===== src/rtl/pipe_ctrl_pkg.sv =====
// Shared constants for the pipeline sequencing controller: bus widths,
// stall-vector encodings and the controller FSM state type.
package pipe_ctrl_pkg;
  localparam int RegAddrBus  = 5;
  localparam int InstAddrBus = 32;
  localparam int StallBus    = 6;

  // Stall vector bit order: 0 PC, 1 IF, 2 ID, 3 EX, 4 MEM, 5 WB.
  localparam logic [StallBus-1:0] STALL_NONE = 6'b000000;
  localparam logic [StallBus-1:0] STALL_ID   = 6'b000111;
  localparam logic [StallBus-1:0] STALL_EX   = 6'b001111;

  typedef enum logic {
    ST_RUN   = 1'b0,
    ST_FLUSH = 1'b1
  } pipe_state_e;
endpackage


===== src/rtl/pipe_ctrl_ld_use_tracker.sv =====
// Tracks the load destination currently in EX and flags a load-use hazard
// against the source registers being read in ID.
module pipe_ctrl_ld_use_tracker
  import pipe_ctrl_pkg::*;
(
  input  logic                  clk,
  input  logic                  rst,
  input  logic                  flush_i,
  input  logic                  stall_ex_i,
  input  logic                  stall_id_i,
  input  logic                  id_reg1_read,
  input  logic [RegAddrBus-1:0] id_reg1_addr,
  input  logic                  id_reg2_read,
  input  logic [RegAddrBus-1:0] id_reg2_addr,
  input  logic                  id_wreg,
  input  logic [RegAddrBus-1:0] id_wd,
  input  logic                  id_is_load,
  output logic                  load_use_o
);
  logic                  ex_ld_v_q, ex_ld_v_d;
  logic [RegAddrBus-1:0] ex_ld_wd_q, ex_ld_wd_d;

  always_comb begin
    ex_ld_v_d  = ex_ld_v_q;
    ex_ld_wd_d = ex_ld_wd_q;
    if (flush_i) begin
      ex_ld_v_d  = 1'b0;
      ex_ld_wd_d = '0;
    end else if (stall_ex_i) begin
      ex_ld_v_d  = ex_ld_v_q;
    end else if (stall_id_i) begin
      // ID held while EX advances: a bubble moves into EX.
      ex_ld_v_d  = 1'b0;
    end else begin
      ex_ld_v_d  = id_is_load & id_wreg;
      ex_ld_wd_d = id_wd;
    end
  end

  always_ff @(posedge clk) begin
    if (rst) begin
      ex_ld_v_q  <= 1'b0;
      ex_ld_wd_q <= '0;
    end else begin
      ex_ld_v_q  <= ex_ld_v_d;
      ex_ld_wd_q <= ex_ld_wd_d;
    end
  end

  // r0 is hardwired to zero, so it never creates a real dependency.
  assign load_use_o = ex_ld_v_q && (ex_ld_wd_q != '0) &&
                      ((id_reg1_read && (id_reg1_addr == ex_ld_wd_q)) ||
                       (id_reg2_read && (id_reg2_addr == ex_ld_wd_q)));
endmodule


===== src/rtl/pipe_ctrl.sv =====
// Pipeline sequencing controller: merges stall requests with the load-use
// interlock into a per-stage stall vector and sequences exception flushes.
module pipe_ctrl
  import pipe_ctrl_pkg::*;
#(
  parameter int STALL_MAX = 1023,
  parameter int CNT_W     = 10
) (
  input  logic                   clk,
  input  logic                   rst,
  input  logic                   stallreq_id,
  input  logic                   stallreq_ex,
  input  logic                   id_reg1_read,
  input  logic [RegAddrBus-1:0]  id_reg1_addr,
  input  logic                   id_reg2_read,
  input  logic [RegAddrBus-1:0]  id_reg2_addr,
  input  logic                   id_wreg,
  input  logic [RegAddrBus-1:0]  id_wd,
  input  logic                   id_is_load,
  input  logic                   excp_req,
  input  logic [InstAddrBus-1:0] excp_pc,
  output logic [StallBus-1:0]    stall_o,
  output logic                   flush_o,
  output logic [InstAddrBus-1:0] new_pc_o,
  output logic                   stall_timeout_o,
  output pipe_state_e            state_o
);
  localparam logic [CNT_W-1:0] CNT_MAX = CNT_W'(STALL_MAX);

  pipe_state_e            state_q;
  logic [InstAddrBus-1:0] new_pc_q;
  logic [CNT_W-1:0]       stall_cnt_q, stall_cnt_d;
  logic                   timeout_q;
  logic                   load_use;
  logic [StallBus-1:0]    stall;
  logic                   in_flush;

  assign in_flush = (state_q == ST_FLUSH);

  pipe_ctrl_ld_use_tracker u_tracker (
    .clk          (clk),
    .rst          (rst),
    .flush_i      (in_flush),
    .stall_ex_i   (stall[3]),
    .stall_id_i   (stall[2]),
    .id_reg1_read (id_reg1_read),
    .id_reg1_addr (id_reg1_addr),
    .id_reg2_read (id_reg2_read),
    .id_reg2_addr (id_reg2_addr),
    .id_wreg      (id_wreg),
    .id_wd        (id_wd),
    .id_is_load   (id_is_load),
    .load_use_o   (load_use)
  );

  // Reset also masks the stall vector so the pipeline sees no holds in reset.
  always_comb begin
    stall = STALL_NONE;
    if (!rst && !in_flush) begin
      if (stallreq_ex)                 stall = STALL_EX;
      else if (stallreq_id || load_use) stall = STALL_ID;
    end
  end

  always_comb begin
    if (in_flush || (stall == STALL_NONE)) stall_cnt_d = '0;
    else if (stall_cnt_q == CNT_MAX)       stall_cnt_d = stall_cnt_q;
    else                                   stall_cnt_d = stall_cnt_q + CNT_W'(1);
  end

  always_ff @(posedge clk) begin
    if (rst) begin
      state_q     <= ST_RUN;
      new_pc_q    <= '0;
      stall_cnt_q <= '0;
      timeout_q   <= 1'b0;
    end else begin
      case (state_q)
        ST_RUN: begin
          if (excp_req) begin
            state_q  <= ST_FLUSH;
            new_pc_q <= excp_pc;
          end
        end
        default: state_q <= ST_RUN;
      endcase
      stall_cnt_q <= stall_cnt_d;
      if (stall_cnt_d == CNT_MAX) timeout_q <= 1'b1;
    end
  end

  assign stall_o         = stall;
  assign flush_o         = in_flush;
  assign new_pc_o        = new_pc_q;
  assign stall_timeout_o = timeout_q;
  assign state_o         = state_q;
endmodule


===== config.mk =====
export PLATFORM = sky130hd
export DESIGN_NAME = pipe_ctrl
export DESIGN_NICKNAME = d
export VERILOG_FILES = /design/src/rtl/pipe_ctrl_pkg.sv /design/src/rtl/pipe_ctrl_ld_use_tracker.sv /design/src/rtl/pipe_ctrl.sv
export SDC_FILE = /design/constraint.sdc
export NUM_CORES = 1
export LEC_CHECK = 0
export BUFFER_PORTS_ARGS = -buffer_cell sky130_fd_sc_hd__buf_2
export CAP_MARGIN = 10
export CORE_MARGIN = 2
export CORE_UTILIZATION = 43
export DETAILED_ROUTE_END_ITERATION = 12
export MAX_ROUTING_LAYER = met4
export PLACE_DENSITY = 0.83
export SLEW_MARGIN = 0
export SYNTH_ARGS = -nofsm -noshare
export SYNTH_HDL_FRONTEND = slang
export SYNTH_SLANG_ARGS = --single-unit
export TNS_END_PERCENT = 10

===== constraint.sdc =====
create_clock -name clk -period 1.9 [get_ports clk]
set_input_delay 0.19 -clock clk [delete_from_list [all_inputs] [get_ports clk]]
set_output_delay 0.19 -clock clk [all_outputs]
set_load 0.02 [all_outputs]

==> results.py, run 1 <==
metrics = {
    "outcome": {
        "status": "finished, final reports clean",
    },
    "global_routing": {
        "grt.busiest_layer": "met2",
        "grt_overflow": 0,
        "grt_util_met2_pct": 33.6,
        "grt_max_degree": 33,
        "grt_use_met1_pct": 22.4,
        "track_usage_pct": 19.5,
        "grt_pass1_wl_um": 9380,
        "grt_pass1_vias": 2157,
        "use_met3_pct": 3.76,
        "antenna_found_initial": 0,
    },
    "setup_path": {
        "cp-end-kind": "flip-flop",
        "path_buf_inv": 0,
        "crit_arrival_ps": 2060,
        "cp_max_fo": 5,
        "crit_chain": "ha_2 -> nand2b_1 -> or3b_2 -> a32oi_1 -> nand4_1 -> o31ai_2",
        "crit_path_top_delay_cell": "or3b_2",
        "start_kind": "flip-flop",
        "slowest_delay_ps": 450,
        "cp.required_ps": 2130,
        "path_delay_family": "simple AND/OR/NAND/NOR gates",
        "criticalPathCategory": "flip-flop to flip-flop",
    },
    "pwr": {
        "vdd_drop_max_uv": 473,
        "p_per_area_nw_per_um2": 764,
        "power_mw": 2.28,
        "leakage_nw": 1.30,
    },
    "layout": {
        "n_fill_cell": 464,
        "antenna_cells": 0,
        "drive_above_1_share_pct": 37.1,
        "final_cell_mix": "buf_2, nand2_1, dfxtp_1",
        "finalNetCount": 425,
        "syn2layout_area_growth_pct": 30.1,
        "design_area_um2": 2980,
        "final_common_cell": "buf_2",
        "fin_util_pct": 58.0,
        "fin_cells": 439,
    },
    "cts": {
        "cts_buffers": 5,
        "clk_latency_ps": 310,
        "cts_root_buffer": "clkbuf_8",
        "cts_sinks": 50,
        "cts.clk_slew.worst_paths_ps": 100,
        "clockBufferDepth": 2,
        "htreeDepth": 2,
        "tritoncts": "done",
        "ctsHoldBuffers": 0,
    },
    "sta": {
        "setup_violations": 0,
        "fin_crit_ps": 1830,
        "setup_slack_ps": 68.1,
        "rsz0062_at_grt": "true",
        "hold_viol": 0,
        "drv_slew": 0,
        "worst_slew_pin_slew_ps": 648,
        "fin_skew_ps": 8.84,
        "finalCritPeriodShare_pct": 96.4,
        "fmax_ghz": 0.546,
        "relSlewSlack_pct": 56.2,
    },
    "worst_hold_path": {
        "hp-class": "input pin to flip-flop",
    },
    "placement": {
        "place.gp.congestion": 0.876,
        "portBuffers": 94,
        "dpl.hpwl_um": 4060,
        "placed_cells": 431,
        "dp_slack_ps": 66.0,
        "place_area_um2": 2790,
    },
    "detailed_routing": {
        "num_vias": 2219,
        "drt_iter0_drc": 78,
        "routedWlPerCell_um": 12.8,
        "remaining_drc_errors": 0,
        "drtPass1Iterations": 5,
        "wl_um": 5620,
        "ant_nets": 0,
        "routed_via_density": 5.05,
    },
    "synthesis": {
        "synth.cell_area_um2": 2290,
        "synth_ff_type": "dfxtp_1",
        "synthCells": 282,
        "synth_area_per_cell_um2": 8.13,
        "yosysUniqueCellTypes": 43,
        "synth_warnings": 0,
        "synth_edf_count": 0,
        "ys_seq_elements": 50,
        "async_flop_share_pct": 0,
        "seq_area_frac_synth_pct": 43.6,
    },
    "floorplanning": {
        "start_util_pct": 44.6,
        "ioPinCount": 97,
        "fp-row-count": 26,
        "core_um2": 5140,
        "dieHeight_um": 77.0,
        "die_x_um": 77.0,
        "dieArea_um2": 5930,
    },
    "job": {
        "maxCapViolCount": 0,
    },
}
-- sequential cells by signal (all words and copies together), names as in the netlist --
signal / cells
flush_o: 1
stall_cnt_q: 10
u_tracker.ex_ld_v_q: 1
stall_timeout_o: 1
u_tracker.ex_ld_wd_q: 5
new_pc_o: 32
-- repair_timing --
action                     CTS  global route
pin swaps                    4             0
setup endpoints to repair    3             6
resized for setup           16             8
buffers inserted             1             0
-- routing by layer --
layer,vias to the layer above,share of wire [%]
li1,1114,-
met5,-,0
met2,91,52
met1,1004,41
met4,0,1.2
met3,10,6.2
-- path summary, 6_finish.rpt --
check	startpoint	endpoint	slack, ps	cells after the start
setup / recovery	stall_cnt_q[1]	stall_timeout_o	70	6
hold / removal	excp_pc[23]	new_pc_o[23]	100	3
setup reg to reg	stall_cnt_q[1]	stall_timeout_o	70	6
hold reg to reg	new_pc_o[16]	new_pc_o[16]	450	2
-- tightest hold or removal path, cell delays in order --
cell     delay, ps
buf_2           90
nand2_1         40
a21oi_1         50
-- final cells by class --
cell class                      count  area (µm²)  area share [%]
Clock buffer                        5        68.8            2.31
Clock inverter                      3        47.5            1.59
Timing Repair Buffer              106         583            19.5
Multi-Input combinational cell    205        1190            39.8
Tap cell                           70        87.6            2.94
Sequential cell                    50        1010            33.9
-- power by group --
| group | switching (mW) | internal (mW) |
|---|---|---|
| clock | 0.380 | 0.402 |
| sequential | 0.0289 | 1.10 |
| combinational | 0.216 | 0.156 |
-- through the flow --
stage | hold slack, ps | setup TNS, ps
after global routing | 105 | -81.7
after floorplan | 326 | 0
after global placement | 431 | 0
after CTS | 95.9 | 0
final | 103 | 0
after detailed placement | 436 | 0
-- synthesized netlist by cell type (2+ instances only) --
cell	count	area, µm²
nand4_1	4	25.0
nor2_1	11	41.3
nor3_1	8	40.0
nor2b_1	2	12.5
mux2i_1	7	70.1
buf_4	10	75.1
nand2_1	86	323
nor3b_1	2	15.0
buf_6	2	22.5
o21ai_0	2	10.0
clkbuf_1	13	48.8
nand2b_1	3	18.8
nand3_1	6	30.0
a21oi_1	32	160
and2_1	3	18.8
nand4_2	2	25.0
o21bai_1	2	15.0
xnor2_1	12	105
dfxtp_1	50	1000
a2111oi_0	2	17.5
-- cells by family after synthesis --
family	Yosys count	synth area share, %
XOR/XNOR	13	4.96
AND/OR/NAND/NOR	132	26.1
adder cells (fa/ha/maj)	1	0.545
other	1	0.164
flip-flops	50	43.6
AO/OA/AOI/OAI	49	14.1
multiplexers	8	3.55
buffers and inverters	28	6.98
No activity file was read; power rests on OpenSTA's default activity.
==> run 2: changes to the inputs <==
--- a/config.mk
+++ b/config.mk
@@ -12,6 +12,7 @@
 export DETAILED_ROUTE_END_ITERATION = 12
 export MAX_ROUTING_LAYER = met4
 export PLACE_DENSITY = 0.83
+export REMOVE_ABC_BUFFERS = 1
 export SLEW_MARGIN = 0
 export SYNTH_ARGS = -nofsm -noshare
 export SYNTH_HDL_FRONTEND = slang
==> run 2 against run 1 <==
Global-route usage grew 0.50 points. Total power grew 0.86%. Routed wire length grew 2.4%. Sequential power is essentially flat. Sequential share of layout area shrank 0.14 points. Critical path depth is the same. Register-to-register slack lost 20 ps. Design area grew 0.55%. Die area is the same. Clock-buffer cell count is the same. Critical path type unchanged. Critical endpoint unchanged. Largest cell class unchanged. Largest power group unchanged. Highest routed layer unchanged.
==> results.py, run 2 (synthesis gave the netlist of run 1 again) <==
metrics = {
    "cts": {
        "cts_root_buffer": "clkbuf_8",
        "clockBufferDepth": 2,
        "clk_latency_ps": 310,
        "tritoncts": "done",
        "cts_buffers": 5,
        "cts.clk_slew.worst_paths_ps": 100,
        "htreeDepth": 2,
        "cts_sinks": 50,
    },
    "job": {
        "maxCapViolCount": 0,
    },
    "floorplanning": {
        "fp-row-count": 26,
        "die_x_um": 77.0,
        "dieHeight_um": 77.0,
        "core_um2": 5140,
        "dieArea_um2": 5930,
        "start_util_pct": 44.6,
        "ioPinCount": 97,
    },
    "setup_path": {
        "crit_arrival_ps": 2070,
        "reg2reg_depth": 6,
        "cp_max_fo": 6,
        "criticalPathCategory": "flip-flop to flip-flop",
        "cp-end-kind": "flip-flop",
        "cp.required_ps": 2120,
        "start_kind": "flip-flop",
    },
    "layout": {
        "multi_input_area_um2": 1200,
        "drive_above_1_share_pct": 37.3,
        "final_common_cell": "buf_2",
        "n_fill_cell": 462,
        "syn2layout_area_growth_pct": 30.8,
        "antenna_cells": 0,
        "register_area_um2": 1010,
        "fin_util_pct": 58.3,
        "finalNetCount": 426,
        "final_cell_mix": "buf_2, nand2_1, dfxtp_1",
        "largest_reg_flops": 32,
    },
    "detailed_routing": {
        "routed_via_density": 5.10,
        "drt_iter0_drc": 128,
        "routedWlPerCell_um": 13.1,
        "drtPass1Iterations": 4,
        "remaining_drc_errors": 0,
        "num_vias": 2244,
        "wl_um": 5750,
        "ant_nets": 0,
    },
    "sta": {
        "hold_viol": 0,
        "fin_skew_ps": 4.84,
        "setup_violations": 0,
        "fin_crit_ps": 1850,
        "finalCritPeriodShare_pct": 97.4,
        "rsz0062_at_grt": "true",
        "holdWs_ps": 103,
        "drv_slew": 0,
        "fmax_ghz": 0.540,
    },
    "pwr": {
        "p_per_area_nw_per_um2": 766,
        "leakage_nw": 1.31,
        "vdd_drop_max_uv": 544,
    },
    "worst_hold_path": {
        "holdPathStages": 3,
        "hp-class": "input pin to flip-flop",
    },
    "placement": {
        "portBuffers": 94,
        "dpl.hpwl_um": 4110,
        "place.gp.congestion": 0.860,
    },
    "global_routing": {
        "antenna_found_initial": 0,
        "track_usage_pct": 20.0,
        "grt_max_degree": 34,
        "grt_overflow": 0,
        "grt_pass1_vias": 2168,
        "grt_pass1_wl_um": 9550,
    },
    "outcome": {
        "status": "finished, final reports clean",
    },
}
==> run 2: changes by cell type in the layout (fill, tap and decap cells not counted), moves of 2 or more <==
cell,previous run,this run
buf_4,11,13
xnor2_1,10,8
inv_6,2,0
a2111oi_2,2,0
==> run 2: layout make-up <==
| type | instances | area share (%) |
|---|---|---|
| well taps | 70 | 2.92 |
| clock inverters | 3 | 1.63 |
| multi-input cells | 205 | 39.9 |
| flip-flops and latches | 50 | 33.7 |
| repair buffers | 107 | 19.6 |
| clock buffers | 5 | 2.29 |
==> run 2: what timing repair did <==
item	CTS	global route
hold buffers	0	0
gates resized for setup	4	19
endpoints found under the setup margin	4	6
endpoints found under the hold margin	0	0
pin swaps	1	4
setup buffers	1	0
==> run 2: metrics by stage <==
stage	setup slack [ps]	cells	setup TNS, ps	power (mW)	instance area, µm²
after floorplan	-176	255	-567	1.34	2140
after global placement	169	431	0	1.50	2790
after detailed placement	44.1	431	0	1.51	2790
after CTS	6.43	440	0	2.29	2920
after global routing	-19.5	440	-69.7	2.39	3000
final	49.1	440	0	2.30	3000
==> run 2: path summary, 6_finish.rpt <==
check                     to            from  slack [ps]
min reg2reg      new_pc_o[8]     new_pc_o[8]         460
max          stall_timeout_o  stall_cnt_q[1]          50
max reg2reg  stall_timeout_o  stall_cnt_q[1]          50
min             new_pc_o[23]     excp_pc[23]         100
==> run 2: layer usage <==
| layer | vias up | GRT usage (%) | part of all wire [%] |
|---|---|---|---|
| met5 | - | - | 0 |
| met4 | 0 | 9.82 | 3.2 |
| met3 | 20 | 4.00 | 5.2 |
| met2 | 78 | 35.0 | 52 |
| met1 | 1034 | 21.5 | 40 |
| li1 | 1112 | - | - |
==> run 2: power breakdown <==
| part | switching (mW) | internal, mW |
|---|---|---|
| Combinational | 0.220 | 0.162 |
| Clock | 0.388 | 0.401 |
| Sequential | 0.0307 | 1.10 |
| Total | 0.638 | 1.66 |
==> run 2: worst max-delay path, cell delays in order (launching register included) <==
cell      delay (ps)
dfxtp_2          380
ha_2             220
nand3_4          110
or3_4            440
a311oi_2         230
nand4_1          160
o31ai_1          230
==> run 3: changes to the inputs <==
--- a/config.mk
+++ b/config.mk
@@ -5,13 +5,15 @@
 export SDC_FILE = /design/constraint.sdc
 export NUM_CORES = 1
 export LEC_CHECK = 0
+export ABC_AREA = 1
 export BUFFER_PORTS_ARGS = -buffer_cell sky130_fd_sc_hd__buf_2
 export CAP_MARGIN = 10
 export CORE_MARGIN = 2
-export CORE_UTILIZATION = 43
+export CORE_UTILIZATION = 42
 export DETAILED_ROUTE_END_ITERATION = 12
 export MAX_ROUTING_LAYER = met4
-export PLACE_DENSITY = 0.83
+export PLACE_DENSITY = 0.82
+export RECOVER_POWER = 25
 export REMOVE_ABC_BUFFERS = 1
 export SLEW_MARGIN = 0
 export SYNTH_ARGS = -nofsm -noshare
==> run 3 against run 2 <==
Routed wire length is 5.2% lower. Worst hold slack better by 16 ps. Via count is 2.3% higher. Sequential power hardly changed. Largest power group unchanged. Fmax is 5.8% higher. Flip-flop and latch count stayed put. Cell count is 10% higher. Area after synthesis is 2.8% lower. Clock skew is 5.7 ps higher.
==> results.py, run 3 <==
metrics = {
    "synthesis": {
        "synth_warnings": 0,
        "synth_fa_ha_area_share_pct": 0.561,
        "synth_edf_count": 0,
        "ys_seq_elements": 50,
        "synth.most_common_cell": "nand2_1",
        "synth.top_cell.area_share_pct": 44.9,
        "seq_area_frac_synth_pct": 44.9,
        "async_flop_share_pct": 0,
        "muxShareOfSynthArea_pct": 0,
        "yosysUniqueCellTypes": 25,
        "synth_area_per_cell_um2": 6.88,
        "synth_area_leaders": "dfxtp_1, nand2_1, a21oi_1, inv_1, nor2_1",
        "synth_ff_type": "dfxtp_1",
        "synth_top_family_by_area": "simple AND/OR/NAND/NOR gates",
        "yosys.area_share.simple_pct": 28.7,
        "yosys.area.top_type": "dfxtp_1",
        "synthXorXnorAreaFrac_pct": 1.18,
        "synth-compound-area-share_pct": 13.1,
        "synth.cell_area_um2": 2230,
        "synthTopCellsByCount": "nand2_1, dfxtp_1, a21oi_1",
        "synthCells": 324,
    },
    "setup_path": {
        "crit_arrival_ps": 1560,
        "cp.required_ps": 1710,
        "criticalPathCategory": "flip-flop to primary output",
        "start_kind": "flip-flop",
        "r2r_slack_ps": 210,
        "path_common_cell": "nand2_1",
        "slowest_delay_ps": 350,
        "reg2reg_depth": 11,
        "cp_max_fo": 5,
        "crit_path_top_delay_cell": "dfxtp_2",
        "cp-end-kind": "primary output",
        "crit_chain": "inv_1 -> nand2_1 -> nand2_1 -> nor2_1 -> nand3_1 -> nand2_1 -> nand2_1 -> nand2_2 -> nand2_2 -> inv_2 -> buf_4",
    },
    "detailed_routing": {
        "ant_nets": 0,
        "num_vias": 2295,
        "drt_iter0_drc": 107,
        "routed_via_density": 4.72,
        "wl_um": 5450,
        "drtPass1Iterations": 6,
        "routedWlPerCell_um": 11.2,
        "remaining_drc_errors": 0,
    },
    "pwr": {
        "pwr-share-comb_pct": 16.0,
        "switching_share_pct": 27.6,
        "leakage_nw": 1.40,
        "power_mw": 2.26,
        "vdd_drop_max_uv": 453,
        "p_sw_mw": 0.624,
        "seq_power_share_pct": 50.1,
        "power_frac_clock_pct": 33.9,
        "internal_power_mw": 1.64,
        "p_per_area_nw_per_um2": 792,
    },
    "global_routing": {
        "grt_overflow": 0,
        "grt_pass1_vias": 2214,
        "antenna_found_initial": 0,
        "grt_max_degree": 34,
        "grt_pass1_wl_um": 9050,
        "track_usage_pct": 18.9,
    },
    "cts": {
        "cts.clk_slew.worst_paths_ps": 100,
        "cts_sinks": 50,
        "tritoncts": "done",
        "clockBufferDepth": 2,
        "cts_root_buffer": "clkbuf_8",
        "cts_buffers": 5,
        "clk_latency_ps": 310,
        "ctsHoldBuffers": 0,
        "htreeDepth": 2,
    },
    "floorplanning": {
        "start_util_pct": 43.6,
        "dieHeight_um": 76.8,
        "ioPinCount": 97,
        "die_x_um": 76.8,
        "dieArea_um2": 5900,
        "fp-row-count": 26,
        "core_um2": 5110,
    },
    "layout": {
        "finalNetCount": 472,
        "n_fill_cell": 495,
        "final_common_cell": "nand2_1",
        "drive_above_1_share_pct": 25.5,
        "antenna_cells": 0,
        "syn2layout_area_growth_pct": 28.2,
        "final_cell_mix": "nand2_1, buf_2, dfxtp_1",
        "largest_reg_flops": 32,
        "fin_util_pct": 56.0,
    },
    "sta": {
        "setup_violations": 0,
        "hold_viol": 0,
        "fin_crit_ps": 1750,
        "finalCritPeriodShare_pct": 92.1,
        "fin_skew_ps": 10.5,
        "drv_slew": 0,
        "fmax_ghz": 0.572,
        "rsz0062_at_grt": "false",
    },
    "outcome": {
        "status": "finished, final reports clean",
    },
    "placement": {
        "place.gp.congestion": 0.845,
        "portBuffers": 94,
        "dpl.hpwl_um": 4040,
    },
    "job": {
        "maxCapViolCount": 0,
    },
    "worst_hold_path": {
        "holdPathStages": 3,
        "hp-class": "input pin to flip-flop",
    },
}
==> run 3: cell types whose count changed in the layout (fill, tap and decap cells not counted), sizes merged, moves of 5 or more <==
cell	change
a21oi	+10
buf	-26
clkbuf	+21
inv	+38
mux2i	-7
nand2	+29
nand3	+5
nor2	+13
nor3	-5
o21ai	+5
xnor2	-11
==> run 3: final cells by class <==
type / instances / area, µm² / area share (%)
Clock buffer: 5 / 68.8 / 2.41
Clock inverter: 3 / 47.5 / 1.66
Inverter: 38 / 143 / 4.99
Multi-Input combinational cell: 218 / 995 / 34.8
Sequential cell: 50 / 1000 / 35.2
Tap cell: 70 / 87.6 / 3.06
Timing Repair Buffer: 102 / 512 / 17.9
==> run 3: logic make-up after synthesis <==
family / Yosys count
simple gates: 158
buf+inv: 57
compound gates: 54
flops: 50
xor+xnor: 3
fa+ha+maj: 1
other cells: 1
==> run 3: routing by layer <==
metal | wire length [µm] | track usage, % | part of all wire, %
met1 | 2240 | 20.0 | 41
met2 | 2860 | 35.2 | 53
met3 | 216 | 2.35 | 4.0
met4 | 127 | 8.18 | 2.3
met5 | 0 | - | 0
==> run 3: stage by stage <==
step,cells,TNS [ps],setup WS [ps],cell area [µm²],hold WS (ps)
floorplan,306,-20920,-654,2120,252
global placement,475,0,214,2720,434
detailed placement,475,0,96.1,2720,435
CTS,483,0,19.9,2840,109
global route,486,0,13.1,2860,116
finish,486,0,151,2860,119
==> run 3: path summary, 6_finish.rpt <==
kind / from / to
setup / recovery: u_tracker.ex_ld_wd_q[1] / stall_o[1]
setup reg to reg: stall_cnt_q[0] / stall_timeout_o
hold / removal: excp_pc[13] / new_pc_o[13]
hold reg to reg: new_pc_o[23] / new_pc_o[23]
==> run 3: timing repair <==
| item | in CTS | in global routing |
|---|---|---|
| resized for setup | 2 | 11 |
| endpoints found under the setup margin | 3 | 4 |
| setup buffers | 0 | 3 |
| pin swaps | 0 | 1 |
==> run 3: worst max-delay path: cells and delay by family (launching register included) <==
family	cells	cell delay, ps
and+or+nand+nor	8	600
buffers and inverters	3	300
DFF	1	350
==> run 3: power groups by stage <==
stage	combinational (mW)	clock (mW)	sequential, mW
3_3_place_gp	0.351	0	1.15
2_1_floorplan	0.149	0	1.20
5_1_grt	0.404	0.826	1.14
6_report	0.363	0.767	1.13
3_5_place_dp	0.359	0	1.15
4_1_cts	0.361	0.786	1.13
